--- src/rtl/div_pkg.sv ---
// Shared definitions for the sequential restoring divider: FSM encodings and default widths.
package div_pkg;

    typedef enum logic [0:0] {
        S_IDLE = 1'b0,
        S_RUN  = 1'b1
    } div_state_e;

    localparam int DIV_DW_DEFAULT    = 8;
    localparam int DIV_TRUNC_DEFAULT = 2;

endpackage

--- src/rtl/div_step.sv ---
// One combinational restoring-division step: shift in a dividend bit, subtract the divisor if it fits.
module div_step
    import div_pkg::*;
#(
    parameter int DW = DIV_DW_DEFAULT
) (
    input  logic [DW-1:0] pr,
    input  logic          dividend_bit,
    input  logic [DW-1:0] divisor,
    output logic [DW-1:0] pr_next,
    output logic          q_bit
);

    logic [DW:0] shifted_s;
    logic [DW:0] diff_s;

    // The incoming pr is always below divisor, so shifted_s < 2*divisor and the
    // borrow bit of the DW+1-bit difference is exactly the result of shifted_s < divisor.
    always_comb begin
        shifted_s = {pr, dividend_bit};
        diff_s    = shifted_s - {1'b0, divisor};
        if (diff_s[DW] == 1'b0) begin
            pr_next = diff_s[DW-1:0];
            q_bit   = 1'b1;
        end else begin
            pr_next = shifted_s[DW-1:0];
            q_bit   = 1'b0;
        end
    end

endmodule

--- src/rtl/seq_restoring_div.sv ---
// Sequential restoring divider, 2*DW / DW -> DW quotient and remainder, one quotient bit per clock.
// Define DIV_TRUNC_EN for approximate mode, which skips the TRUNC_BITS quotient LSBs.
module seq_restoring_div
    import div_pkg::*;
#(
    parameter int DW         = DIV_DW_DEFAULT,
    parameter int TRUNC_BITS = DIV_TRUNC_DEFAULT
) (
    input  logic            clk,
    input  logic            rst,
    input  logic            start,
    input  logic [2*DW-1:0] dividend,
    input  logic [DW-1:0]   divisor,
    output logic            busy,
    output logic            done,
    output logic [DW-1:0]   quotient,
    output logic [DW-1:0]   remainder,
    output logic            dbz,
    output logic            ovf
);

    localparam int CW = $clog2(DW + 1);
`ifdef DIV_TRUNC_EN
    localparam int N_INT = DW - TRUNC_BITS;
`else
    localparam int N_INT = DW;
`endif
    localparam logic [CW-1:0] N_STEPS = N_INT[CW-1:0];
    localparam logic [CW-1:0] CNT_ONE = {{(CW-1){1'b0}}, 1'b1};

    if (DW < 2 || TRUNC_BITS < 1 || TRUNC_BITS > DW - 1) begin : g_bad_param
        $error("seq_restoring_div: need DW >= 2 and 1 <= TRUNC_BITS <= DW-1");
    end

    div_state_e      state_r;
    div_state_e      state_n_s;
    logic [DW-1:0]   pr_r;
    logic [DW-1:0]   lo_r;
    logic [DW-1:0]   dvs_r;
    logic [DW-2:0]   q_r;
    logic [CW-1:0]   cnt_r;

    logic            accept_s;
    logic            err_dbz_s;
    logic            err_ovf_s;
    logic            last_s;
    logic [DW-1:0]   step_pr_s;
    logic            step_q_s;
    logic [DW-1:0]   q_next_s;
    logic [DW-1:0]   q_result_s;

    div_step #(.DW(DW)) u_step (
        .pr           (pr_r),
        .dividend_bit (lo_r[DW-1]),
        .divisor      (dvs_r),
        .pr_next      (step_pr_s),
        .q_bit        (step_q_s)
    );

    // Quotient after the current step; in approximate mode the skipped LSBs read as zero.
    always_comb begin
        q_next_s = {q_r, step_q_s};
`ifdef DIV_TRUNC_EN
        q_result_s = q_next_s << TRUNC_BITS;
`else
        q_result_s = q_next_s;
`endif
    end

    // Next-state and control decode.
    always_comb begin
        state_n_s = state_r;
        accept_s  = 1'b0;
        err_dbz_s = 1'b0;
        err_ovf_s = 1'b0;
        last_s    = 1'b0;
        case (state_r)
            S_IDLE: begin
                if (start) begin
                    accept_s = 1'b1;
                    if (divisor == {DW{1'b0}}) begin
                        err_dbz_s = 1'b1;
                        state_n_s = S_IDLE;
                    end else if (dividend[2*DW-1:DW] >= divisor) begin
                        err_ovf_s = 1'b1;
                        state_n_s = S_IDLE;
                    end else begin
                        state_n_s = S_RUN;
                    end
                end else begin
                    state_n_s = S_IDLE;
                end
            end
            S_RUN: begin
                if (cnt_r == CNT_ONE) begin
                    last_s    = 1'b1;
                    state_n_s = S_IDLE;
                end else begin
                    state_n_s = S_RUN;
                end
            end
            default: begin
                state_n_s = S_IDLE;
            end
        endcase
    end

    // FSM state register.
    always_ff @(posedge clk or posedge rst) begin
        if (rst) begin
            state_r <= S_IDLE;
        end else begin
            state_r <= state_n_s;
        end
    end

    // Operand capture, iteration datapath and registered results.
    always_ff @(posedge clk or posedge rst) begin
        if (rst) begin
            pr_r      <= {DW{1'b0}};
            lo_r      <= {DW{1'b0}};
            dvs_r     <= {DW{1'b0}};
            q_r       <= {(DW-1){1'b0}};
            cnt_r     <= {CW{1'b0}};
            busy      <= 1'b0;
            done      <= 1'b0;
            quotient  <= {DW{1'b0}};
            remainder <= {DW{1'b0}};
            dbz       <= 1'b0;
            ovf       <= 1'b0;
        end else begin
            done <= 1'b0;
            if (accept_s) begin
                if (err_dbz_s) begin
                    done      <= 1'b1;
                    dbz       <= 1'b1;
                    ovf       <= 1'b0;
                    quotient  <= {DW{1'b1}};
                    remainder <= dividend[DW-1:0];
                end else if (err_ovf_s) begin
                    done      <= 1'b1;
                    dbz       <= 1'b0;
                    ovf       <= 1'b1;
                    quotient  <= {DW{1'b1}};
                    remainder <= {DW{1'b0}};
                end else begin
                    busy  <= 1'b1;
                    pr_r  <= dividend[2*DW-1:DW];
                    lo_r  <= dividend[DW-1:0];
                    dvs_r <= divisor;
                    q_r   <= {(DW-1){1'b0}};
                    cnt_r <= N_STEPS;
                end
            end else if (state_r == S_RUN) begin
                pr_r  <= step_pr_s;
                lo_r  <= {lo_r[DW-2:0], 1'b0};
                q_r   <= q_next_s[DW-2:0];
                cnt_r <= cnt_r - CNT_ONE;
                if (last_s) begin
                    busy      <= 1'b0;
                    done      <= 1'b1;
                    dbz       <= 1'b0;
                    ovf       <= 1'b0;
                    quotient  <= q_result_s;
                    remainder <= step_pr_s;
                end else begin
                    busy <= 1'b1;
                end
            end else begin
                busy <= 1'b0;
            end
        end
    end

endmodule

--- config.mk ---
export PLATFORM = sky130hd
export DESIGN_NAME = seq_restoring_div
export DESIGN_NICKNAME = d
export VERILOG_FILES = /design/src/rtl/div_pkg.sv /design/src/rtl/div_step.sv /design/src/rtl/seq_restoring_div.sv
export SDC_FILE = /design/constraint.sdc
export NUM_CORES = 1
export LEC_CHECK = 0
export CAP_MARGIN = 10
export CORE_AREA = 3 3 80 82
export DETAILED_ROUTE_END_ITERATION = 12
export DIE_AREA = 0 0 83 85
export DONT_BUFFER_PORTS = 1
export PLACE_DENSITY = 0.78
export SETUP_SLACK_MARGIN = 0.3
export SKIP_LAST_GASP = 1
export SLEW_MARGIN = 5
export SYNTH_ARGS = -nofsm -noshare
export SYNTH_HDL_FRONTEND = slang
export SYNTH_SLANG_ARGS = --single-unit
--- constraint.sdc ---
create_clock -name clk -period 2.4 [get_ports clk]
set_input_delay 0 -clock clk [delete_from_list [all_inputs] [get_ports clk]]
set_output_delay 0 -clock clk [all_outputs]
set_load 0.005 [all_outputs]
==> flow_summary.toml <==
[critical_path]
critical_path_arrival_ns = 2.52
rr_startpoint = "dvs_r[0]$_DFFE_PP0P_"
critical_path_class = "flip-flop to flip-flop"
worstPathRequired_ns = 2.58
regToRegSetupSlack_ns = 0.07
worstRegToRegCells = 8
worst_setup_path_end_kind = "flip-flop"
reg2reg_to = "remainder[0]$_DFFE_PP0P_"
crit_fanout = 7
critPathLaunchType = "flip-flop"

[timing]
post-route-min-period_ns = 2.335
setup_repair_after_global_routing_missed_its_margin = "true"
whs_ns = 0.1249
finalCritPeriodShare_pct = 97.27
fin_skew_ns = 0.009030
max_freq_mhz = 428.3
maxSlewViolCount = 0
postLayoutSetupSlackWorst_ns = 0.06545
fin_setup_tns_ns = 0
slew-limit-headroom_pct = 51.48
final-setup-viol-count = 0
hold_violations = 0
timing_worst_slew_pin_value_ns = 0.7277

[clock_tree]
worst_setup_hold_path_clk_slew_ns = 0.11
cts.sink_count = 56
ctsHtreeMaxLevel = 2
cts-root-buf = "clkbuf_8"
tritoncts_clock_tree = "built"
worst_skew_pair.late_latency_ns = 0.32
cts_buffers = 5
clockBufferDepth = 2

[synthesis]
synth_top_flop_cell = "dfrtp_1"
netlist_instances = 334
synth.largest_area_cell = "dfrtp_1"
synthesis.yosys.warnings = 0
synth_nets = 380
synth_top_area_share_pct = 43.09
async_flop_share_pct = 100.0
synth.cell_area_mm2 = 0.003252
number_of_enable_type_register_cells_in_the_synthesized_netlist = 0
synth_seq_area_share_pct = 43.09
post_synth.cell_area_avg_um2 = 9.736
ys_top_cells_by_area = "dfrtp_1 (43%), ha_1 (6.9%), o21ai_0 (6.9%)"
flip_flop_and_latch_count_after_synthesis = 56
synth_cell_types = 58

[final_layout]
fin_nets = 429
layout_common_cells = "dfrtp_1 (56), o21ai_0 (35), buf_4 (30)"
antenna_cells = 0
syn2layout_area_growth_pct = 22.24
mostFrequentLayoutCell = "dfrtp_1"
layout-drive-gt1-share_pct = 20.83
fill_cells = 482

[routing]
highest_layer = "met4"
drc_errors = 0
initialDrtViolationCount = 304
wire_per_inst_um = 19.65
wl_met3_um = 717
wirelength_routed_um = 9019
drt_pass_1_iters = 5
drtAntennaViolNets = 0
met1_length_um = 3768
post_drt_via_cell_ratio = 6.364
detailroute.wirelength.met2_um = 4328
via_count_of_the_routed_design = 2921

[global_routing]
grt_overflow = 0
grt_pass1_vias = 2892
gr-usage-all-layers_pct = 25.55
grt_first_pass_wirelength_um = 14470
antenna_violations_before_repair = 0
grt_max_degree = 22

[pwr]
power.switching_uw = 2813
max-vdd-ir-drop_uv = 1055
seq_power_share_pct = 28.3
total_power_uw = 6176
power_switching_share_pct = 45.54
power-per-cell-area_mw_per_mm2 = 1554
share_of_power_burned_in_combinational_logic_pct = 62.6
cell_internal_pwr_uw = 3363
cellLeakagePower_uw = 0.001667
share_clk_of_total_power_pct = 9.0

[floorplanning]
die_area_mm2 = 0.007055
dieHeight_um = 85
chipWidth_um = 83
floorplan.initialDensity_pct = 55.92
fp-row-count = 28
boundaryPins = 47
core_mm2 = 0.005816

[place]
routabilityCongestion = 0.9644
port_buffers = 0
dpl_worst_slack_ns = -0.01378
dp_hpwl_um = 6473

[flow_run]
maxCapViolCount = 0

[run_status]
run_status = "complete, no violations"

[worst_hold_path]
type_of_the_worst_min_delay_path = "input pin to asynchronous set/reset pin"
-- worst max-delay path by stage --
stage                              start                  endpoint  slack [ns]  cells past startpoint
floorplan            lo_r[7]$_DFFE_PP0P_       pr_r[5]$_DFFE_PP0P_        0.22                      9
global placement    dvs_r[0]$_DFFE_PP0P_  remainder[1]$_DFFE_PP0P_        0.08                      8
detailed placement  dvs_r[0]$_DFFE_PP0P_  remainder[3]$_DFFE_PP0P_       -0.01                     10
CTS                  lo_r[7]$_DFFE_PP0P_       pr_r[5]$_DFFE_PP0P_        0.11                      9
global route         lo_r[7]$_DFFE_PP0P_       pr_r[5]$_DFFE_PP0P_      -0.005                      9
finish              dvs_r[0]$_DFFE_PP0P_  remainder[0]$_DFFE_PP0P_        0.07                      8
-- metal layers --
layer,GRT usage (%),vias up
met4,6.538,0
li1,-,1345
met1,34.44,1421
met2,42.71,132
met5,0,-
met3,4.854,23
-- power groups by stage --
| stage | sequential, µW | clock [µW] | combinational (µW) |
|---|---|---|---|
| floorplan | 1620 | 0 | 2460 |
| global placement | 1740 | 0 | 3240 |
| detailed placement | 1760 | 0 | 3330 |
| CTS | 1740 | 560 | 3660 |
| global route | 1810 | 597 | 4200 |
| finish | 1750 | 557 | 3870 |
-- cells by family after synthesis --
family	Yosys count	synth area share, %
AOI/OAI and AO/OA	126	26.59
adders and majority gates	19	7.542
buffers and inverters	38	4.848
DFF	56	43.09
muxes	11	3.424
and+or+nand+nor	84	14.51
-- flip-flops by register name, indices dropped and copies added, names as in the netlist --
signal	flops
dvs_r	8
lo_r	8
pr_r	8
quotient	8
remainder	8
q_r	7
cnt_r	4
busy	1
dbz	1
done	1
ovf	1
state_r	1
-- metrics by stage --
step | cell area (µm²) | util (%) | std cells
final | 3975 | 68.35 | 459
after global routing | 3975 | 68.35 | 459
after CTS | 3911 | 67.25 | 456
after detailed placement | 3485 | 59.92 | 418
after global placement | 3485 | 59.92 | 418
after floorplan | 3283 | - | 334
-- worst max-delay path, stage by stage (launching register included) --
cell      delay [ns]
dfrtp_1         0.42
ha_4            0.17
fa_2            0.32
and2b_2         0.25
o31a_1          0.24
o221a_4         0.34
nor2_4          0.09
o211ai_1        0.24
a31oi_1         0.11
-- layout make-up --
class | instances | area, µm² | area share [%]
multi-input combinational | 240 | 1808 | 45.48
timing repair buffer | 56 | 486.7 | 12.24
tap | 75 | 93.84 | 2.361
clock inverter | 3 | 26.28 | 0.6610
clock buffer | 5 | 68.82 | 1.731
sequential | 56 | 1401 | 35.25
inverter | 24 | 90.09 | 2.266
-- cell usage after synthesis, types with 3 or more instances --
| cell | n |
|---|---|
| dfrtp_1 | 56 |
| o21ai_0 | 45 |
| nand2_1 | 27 |
| inv_1 | 24 |
| ha_1 | 18 |
| nand3_1 | 16 |
| nor3_1 | 11 |
| a21oi_1 | 10 |
| mux2i_1 | 10 |
| a211oi_1 | 9 |
| clkbuf_1 | 9 |
| a31oi_1 | 8 |
| nor2_1 | 7 |
| o22a_1 | 7 |
| o21a_1 | 6 |
| a21boi_0 | 5 |
| a22oi_1 | 4 |
| nor2b_1 | 4 |
| o21ai_1 | 4 |
| buf_2 | 3 |
-- what timing repair did --
action	CTS	global route
setup buffers	5	3
gates cloned	0	0
hold buffers	25	0
hold endpoints to repair	69	0
pin swaps	16	11
resized for setup	16	12
setup endpoints to repair	18	35
Note: power is estimated with default switching activity, not from simulation.
